## config.mk

```make
export PLATFORM = sky130hd
export DESIGN_NAME = result_display
export DESIGN_NICKNAME = d
export VERILOG_FILES = /design/src/rtl/alu_disp_pkg.sv /design/src/rtl/seg7_decode.sv /design/src/rtl/result_display.sv
export SDC_FILE = /design/constraint.sdc
export NUM_CORES = 1
export LEC_CHECK = 0
export CORE_MARGIN = 2
export CORE_UTILIZATION = 40
export CTS_CLUSTER_SIZE = 28
export DETAILED_ROUTE_END_ITERATION = 6
export HOLD_SLACK_MARGIN = 0.06
export REMOVE_ABC_BUFFERS = 1
export SKIP_CTS_REPAIR_TIMING = 1
export SLEW_MARGIN = 30
export SYNTH_ARGS = -nofsm -noshare
export SYNTH_HDL_FRONTEND = slang
export SYNTH_SLANG_ARGS = --single-unit
```

## constraint.sdc

```tcl
create_clock -name clk -period 3.9 [get_ports clk]
set_input_delay 0.78 -clock clk [delete_from_list [all_inputs] [get_ports clk]]
set_output_delay 0.78 -clock clk [all_outputs]
set_load 0.05 [all_outputs]
```

## src/rtl/alu_disp_pkg.sv

```systemverilog
// Shared types and constants for the result display path: converter FSM states
// and active-low seven-segment glyphs.
package alu_disp_pkg;

    typedef enum logic [1:0] {
        IDLE = 2'd0,
        CONV = 2'd1,
        DONE = 2'd2
    } state_t;

    localparam int DIGIT_COUNT = 4;

    localparam logic [6:0] SEG_0     = 7'h40;
    localparam logic [6:0] SEG_1     = 7'h79;
    localparam logic [6:0] SEG_2     = 7'h24;
    localparam logic [6:0] SEG_3     = 7'h30;
    localparam logic [6:0] SEG_4     = 7'h19;
    localparam logic [6:0] SEG_5     = 7'h12;
    localparam logic [6:0] SEG_6     = 7'h02;
    localparam logic [6:0] SEG_7     = 7'h78;
    localparam logic [6:0] SEG_8     = 7'h00;
    localparam logic [6:0] SEG_9     = 7'h10;
    localparam logic [6:0] SEG_BLANK = 7'h7F;

endpackage

```

## src/rtl/seg7_decode.sv

```systemverilog
// BCD digit to active-low {g,f,e,d,c,b,a} segments; codes above 9 and the
// blank flag both produce a dark digit.
module seg7_decode
    import alu_disp_pkg::*;
(
    input  logic [3:0] bcd,
    input  logic       blank,
    output logic [6:0] seg
);

    always_comb begin
        seg = SEG_BLANK;
        if (!blank) begin
            case (bcd)
                4'd0:    seg = SEG_0;
                4'd1:    seg = SEG_1;
                4'd2:    seg = SEG_2;
                4'd3:    seg = SEG_3;
                4'd4:    seg = SEG_4;
                4'd5:    seg = SEG_5;
                4'd6:    seg = SEG_6;
                4'd7:    seg = SEG_7;
                4'd8:    seg = SEG_8;
                4'd9:    seg = SEG_9;
                default: seg = SEG_BLANK;
            endcase
        end
    end

endmodule

```

## src/rtl/result_display.sv

```systemverilog
// Captures an 8-bit result, converts it to BCD with a one-bit-per-cycle
// double-dabble engine, and scans it onto a 4-digit common-anode display.
module result_display
    import alu_disp_pkg::*;
#(
    parameter int REFRESH_BITS = 18,
    parameter bit BLANK_LZ     = 1'b1
) (
    input  logic       clk,
    input  logic       rst_n,
    input  logic [7:0] value_in,
    input  logic       load,
    output logic       busy,
    output logic [3:0] an,
    output logic [6:0] seg,
    output logic       dp
);

    state_t                  state;
    logic [19:0]             sr;
    logic [2:0]              bit_cnt;
    logic [3:0]              hund;
    logic [3:0]              tens;
    logic [3:0]              units;
    logic [REFRESH_BITS-1:0] refresh;
    logic [1:0]              sel;
    logic [3:0]              dig_bcd;
    logic                    dig_blank;
    logic [6:0]              dig_seg;

    function automatic logic [19:0] dabble_step(input logic [19:0] s);
        logic [19:0] t;
        t = s;
        for (int i = 0; i < 3; i++) begin
            if (t[8 + 4*i +: 4] >= 4'd5)
                t[8 + 4*i +: 4] = t[8 + 4*i +: 4] + 4'd3;
        end
        return {t[18:0], 1'b0};
    endfunction

    // Converter control; load is only honoured from IDLE.
    always_ff @(posedge clk or negedge rst_n) begin
        if (!rst_n) begin
            state   <= IDLE;
            busy    <= 1'b0;
            bit_cnt <= 3'd0;
            hund    <= 4'd0;
            tens    <= 4'd0;
            units   <= 4'd0;
        end else begin
            case (state)
                IDLE: begin
                    if (load) begin
                        state   <= CONV;
                        busy    <= 1'b1;
                        bit_cnt <= 3'd0;
                    end
                end
                CONV: begin
                    bit_cnt <= bit_cnt + 3'd1;
                    if (bit_cnt == 3'd7)
                        state <= DONE;
                end
                DONE: begin
                    hund  <= sr[19:16];
                    tens  <= sr[15:12];
                    units <= sr[11:8];
                    busy  <= 1'b0;
                    state <= IDLE;
                end
                default: begin
                    state <= IDLE;
                    busy  <= 1'b0;
                end
            endcase
        end
    end

    // Shift register is pure data and needs no reset.
    always_ff @(posedge clk) begin
        if (state == IDLE && load)
            sr <= {12'h000, value_in};
        else if (state == CONV)
            sr <= dabble_step(sr);
    end

    always_ff @(posedge clk or negedge rst_n) begin
        if (!rst_n)
            refresh <= '0;
        else
            refresh <= refresh + 1'b1;
    end

    assign sel = refresh[REFRESH_BITS-1 -: 2];

    always_comb begin
        dig_bcd   = 4'd0;
        dig_blank = 1'b1;
        case (sel)
            2'd0: begin
                dig_bcd   = units;
                dig_blank = 1'b0;
            end
            2'd1: begin
                dig_bcd   = tens;
                dig_blank = BLANK_LZ && (hund == 4'd0) && (tens == 4'd0);
            end
            2'd2: begin
                dig_bcd   = hund;
                dig_blank = BLANK_LZ && (hund == 4'd0);
            end
            default: begin
                dig_bcd   = 4'd0;
                dig_blank = 1'b1;
            end
        endcase
    end

    seg7_decode u_decode (
        .bcd   (dig_bcd),
        .blank (dig_blank),
        .seg   (dig_seg)
    );

    // Output stage: anode and segments change together, one cycle after sel.
    always_ff @(posedge clk or negedge rst_n) begin
        if (!rst_n) begin
            an  <= 4'b1111;
            seg <= SEG_BLANK;
        end else begin
            an  <= ~(4'b0001 << sel);
            seg <= dig_seg;
        end
    end

    assign dp = 1'b1;

endmodule
```

== Yosys cells after proc, flatten, opt, wreduce, memory -nomap -nowiden ==
Memory sizes are Yosys's and may differ from the RTL's.
Cells that the tools add are included.

* Shift operators: 1
* Add/subtract/negate cells: 5
* Reduce and logical (&&, ||, !) cells: 11
* Mux-type cells: 15
* $lt $le $gt $ge: 3
* Equal/unequal tests: 7
* Bitwise gates (word level): 2

{| class="wikitable"
|+ Operators by type and width
! cell !! count
|-
| $add 18x1->18 const B || 1
|-
| $mux 8 || 2
|-
| $ge 4x3->1 const B || 3
|-
| $pmux 4 s3 || 1
|-
| $add 4x2->4 const B || 2
|-
| $logic_not 4->1 || 2
|-
| $mux 4 || 2
|-
| $mux 7 || 1
|-
| $mux 3 || 2
|-
| $pmux 3 s2 || 1
|-
| $reduce_and 2->1 || 3
|-
| $eq 2x1->1 const B || 2
|-
| $eq 2x2->1 const B || 2
|-
| $logic_not 2->1 || 2
|-
| $mux 2 || 2
|-
| $ne 2x2->1 const B || 2
|-
| $not 4->4 || 1
|-
| $pmux 2 s2 || 1
|-
| $reduce_bool 2->1 || 2
|-
| $shl 1x2->4 const A || 1
|-
| $add 3x1->3 const B || 1
|-
| $add 3x2->3 const B || 1
|-
| $eq 3x3->1 const B || 1
|-
| $pmux 1 s3 || 1
|-
| 4 further kinds || 5
|}

* Input port bits: 11
* Output and inout bits: 13
* Bits in registers: 67
* Memories: 1
* Memory bits (read-only): 112

{| class="wikitable"
|+ Memory list
! memory !! depth !! bits a word !! rd ports !! clocked after memory_dff !! write ports !! line !! source
|-
| (no name shown) || 16 || 7 || 1 || 0 || 0 || seg7_decode.sv:14 || <nowiki>case (bcd)</nowiki>
|}

== Depth between registers and ports, before layout ==
* Depth in word-level cells: 4
* Depth in mapped cells: 8
* Gate-level depth less buffers: 7

== Modules after synthesis ==
A second synthesis with hierarchy kept.

* Cell total of the unflattened synthesis: 263
* Area total of the unflattened synthesis: 3031.7 um^2

{| class="wikitable"
|+ Modules (own cells, without submodules)
! module !! cells an instance !! sequential area each (um^2) !! times used !! area each (um^2)
|-
| result_display || 230 || 1670.4 || 1 || 2796.4
|-
| seg7_decode || 33 || 0.0 || 1 || 235.2
|}

== Worst setup path after synthesis ==
No wires, ideal clock.

* Path kind: input to register
* Start point: in load
* End point: reg sr[0], enable pin
* Library setup time: 0.303 ns
* Stages on the path: 3
* Data required time: 3.597 ns
* Buffers on the path: 1
* Setup slack: 2.100 ns
* Arrival: 1.497 ns
* Cells stage by stage: nand3b_1 clkbuf_1 nand2_1

* Word-level cells in the longest chain between the ends: 2

{| class="wikitable"
|+ Ends and longest elaborated chain
! element !! line !! source
|-
| start, declared || result_display.sv:12 || <nowiki>input logic load,</nowiki>
|-
| $logic_and 1x1->1 || result_display.sv:81 || <nowiki>if (state == IDLE && load)</nowiki>
|-
| $reduce_bool 2->1 (no line) || - ||
|-
| end signal, assigned || result_display.sv:82 || <nowiki>sr <= {12'h000, value_in};</nowiki>
|-
| end signal, assigned || result_display.sv:84 || <nowiki>sr <= dabble_step(sr);</nowiki>
|-
| end, declared || result_display.sv:20 || <nowiki>logic [19:0] sr;</nowiki>
|}

No other way between the ends.
A chain may end at the register's enable or synchronous reset.

== Final worst setup path ==
* Start point: reg seg[6]
* End point: out seg[6]

{| class="wikitable"
|+ RTL lines
! element !! line !! source
|-
| start, declared || result_display.sv:15 || <nowiki>output logic [6:0] seg,</nowiki>
|-
| start signal, assigned || result_display.sv:132 || <nowiki>seg <= dig_seg;</nowiki>
|}

No word-level cell between the ends.

==> results.yml <==
timing:
  hold_viol: 0
  min_period_over_period_pct: 62.5
  max_slew.worst_pin.slew_ns: 0.778
  timing.setup.tns_ns: 0
  skew_ns: 0.0116
  slew_headroom_pct: 48.1
  maxSlewViolCount: 0
  max_clock_freq_mhz: 410
  setup_violations: 0
  layout_min_cycle_time_ns: 2.44
  rsz0062_at_grt: "false"
route:
  drtIter0Drc: 47
  vias_per_cell: 4.90
  route.detailed.drc: 0
  dr.pass1.iters: 4
  wire_per_inst_um: 12.1
  ant_nets: 0
  wirelength_mm: 5.10
  vias: 2062
worst_setup_path:
  endpoint_kind: "output port"
  slowest_stage: "clkdlybuf4s50_1"
  slowest_delay_ns: 0.79
  required_ns: 3.12
  crit_type: "reg2out"
  startpoint_type: "flop"
  crit_buf_inv: 1
  path_cells: "clkdlybuf4s50_1"
  cp_top_family: "buffers and inverters"
  worstPathArrival_ns: 1.66
  cp_max_fo: 1
die:
  fp-row-count: 32
  die_h_um: 93.8
  num_io_pins: 24
  initial_core_util_pct: 41.5
  die-width_um: 93.8
  dieArea_um2: 8800
  core_area_um2: 7770
power_and_ir_drop:
  vdd_drop_max_uv: 288
  p_switching_w: 0.000930
  p_clk_share_pct: 22.1
  p_leak_nw: 1.63
  pwr-share-comb_pct: 35.7
  swShare_pct: 36.4
  power_density_nw_per_um2: 685
  power.total_w: 0.00256
  p_int_w: 0.00163
  pwr-share-seq_pct: 42.2
yosys:
  yosys_register_bits: 67
  synth_area_per_cell_um2: 11.2
  syn_area_um2: 3230
  yosysWarnings: 0
  synthFlopType: "dfrtp_1"
  synth-edff-count: 8
  synth_cell_type_count: 53
  async_flop_share_pct: 70.1
  syn_inst: 287
  seq_area_frac_synth_pct: 51.8
clock_network:
  cts.sinks: 67
  root_buffer: "clkbuf_8"
  numCtsBuffers: 9
  clk_latency_ns: 0.34
  path_clk_slew_ns: 0.08
  cts_tree: "yes"
  cts_max_level: 3
  clock_path_buffers: 2
hold_path:
  hp-class: "in2async"
final_layout:
  nNetsFinal: 339
  area_growth_pct: 15.7
  drive_gt1_share_pct: 18.8
  fill_cells: 720
  diodes: 0
outcome:
  status: "complete, no violations"
global_route:
  grtUsageTotal_pct: 13.6
  grt_pass1_vias: 2048
  grt_overflow: 0
  antenna_found_initial: 0
  grt_max_degree: 48
  grt_pass1_wl_mm: 9.30
place:
  dp_hpwl_mm: 3.60
  io_buffers: 22
  place.gp.congestion: 0.805
run:
  cap_violations: 0
per-stage QoR:
step / hold WS [ns] / instances / utilization [%] / area, um2 / setup WS, ns
after detailed placement: 0.434 / 405 / 45.6 / 3540 / 1.68
final: 0.423 / 421 / 48.1 / 3730 / 1.46
after floorplan: 0.418 / 279 / - / 3180 / 1.86
after global placement: 0.425 / 405 / 45.6 / 3540 / 1.71
after global routing: 0.459 / 421 / 48.1 / 3730 / 1.42
after CTS: 0.440 / 421 / 48.1 / 3730 / 1.44
sequential cells by signal, indices dropped and copies added, names as in the netlist:
| name | cells |
|---|---|
| tens | 4 |
| units | 4 |
| hund | 4 |
| busy | 1 |
| bit_cnt | 3 |
| refresh | 18 |
| an | 4 |
| seg | 7 |
| sr | 20 |
| state | 2 |
worst register-to-register path, cell delays in order (launching register included):
cell and delay (ns):
dfrtp_1 0.65, mux2_2 0.41, o211ai_1 0.35, inv_1 0.13, ha_1 0.33, mux2i_1 0.18, o211ai_2 0.09
area by class of cell:
type	count	area [um2]	share of cell area, %
Clock buffer	9	124	3.32
Clock inverter	7	67.6	1.81
Inverter	14	52.6	1.41
Multi-Input combinational cell	198	1460	39.1
Sequential cell	67	1670	44.8
Tap cell	102	128	3.42
Timing Repair Buffer	24	233	6.24
power by group through the flow:
stage               Combinational (W)  Sequential [W]  Clock [W]
finish                       0.000912         0.00108   0.000564
global route                  0.00104         0.00111   0.000613
floorplan                    0.000589         0.00119          0
CTS                          0.000932         0.00108   0.000583
detailed placement           0.000927         0.00110          0
global placement             0.000910         0.00109          0
path summary, 6_finish.rpt:
path	slack, ns	cells after the start	startpoint	endpoint
setup / recovery	1.46	1	seg[6]	seg[6]
hold / removal	0.42	1	rst_n	hund[3]
setup reg to reg	1.66	6	refresh[16]	seg[3]
max in group asynchronous	3.07	1	rst_n	refresh[0]
min in group clk	0.44	2	sr[7]	sr[8]
hold reg to reg	0.44	2	sr[7]	sr[8]
kinds of logic after synthesis:
logic type / Yosys count / synth area share [%]
AOI/OAI and AO/OA: 47 / 11.5
xor gates and xnor gates: 21 / 5.70
adders and majority gates: 14 / 5.43
buffers and inverters: 22 / 3.06
DFF: 67 / 51.8
muxes: 15 / 5.43
other: 1 / 0.116
and+or+nand+nor: 100 / 17.0
metal layers:
layer  global-route usage [%]  vias to the layer above  wire length, um
li1                         -                     1050                -
met1                     17.2                      967             2470
met2                     21.6                       35             2340
met3                     4.09                       10              201
met4                     5.56                        0               87
met5                        0                        -                0
Yosys cell counts, types with 3 or more instances:
library cell   n  share of area (%)
nand2b_1       7                1.4
dfxtp_1       12                7.4
nand3_1       17                2.6
xor2_1         9                2.4
nand4_1        3               0.58
mux2_2        10                3.5
xnor2_1       12                3.3
edfxtp_1       8                7.4
mux2i_1        4                1.2
dfrtp_1       36                 28
a21oi_1        7                1.1
clkbuf_1       4               0.47
o211ai_2       4                1.6
nor2_1        10                1.2
ha_1          14                5.4
inv_1         14                1.6
and2_1         3               0.58
nand2_1       43                5.0
dfstp_2       11                9.0
o21ai_0       20                3.1
layout by cell type, fill, tap and decap left out, types with 3 or more instances in the layout:
cell type / count
nand2_1: 43
dfrtp_1: 36
clkdlybuf4s50_1: 21
o21ai_0: 20
nand3_1: 17
inv_1: 14
ha_1: 14
xnor2_1: 12
dfxtp_1: 12
dfstp_2: 11
nor2_1: 10
mux2_2: 10
xor2_1: 9
clkbuf_8: 9
edfxtp_1: 8
nand2b_1: 7
a21oi_1: 7
mux2i_1: 4
o211ai_2: 4
and2_1: 3
nand4_1: 3
clkinv_2: 3
buf_4: 3
Note: power is estimated with default switching activity, not from simulation.
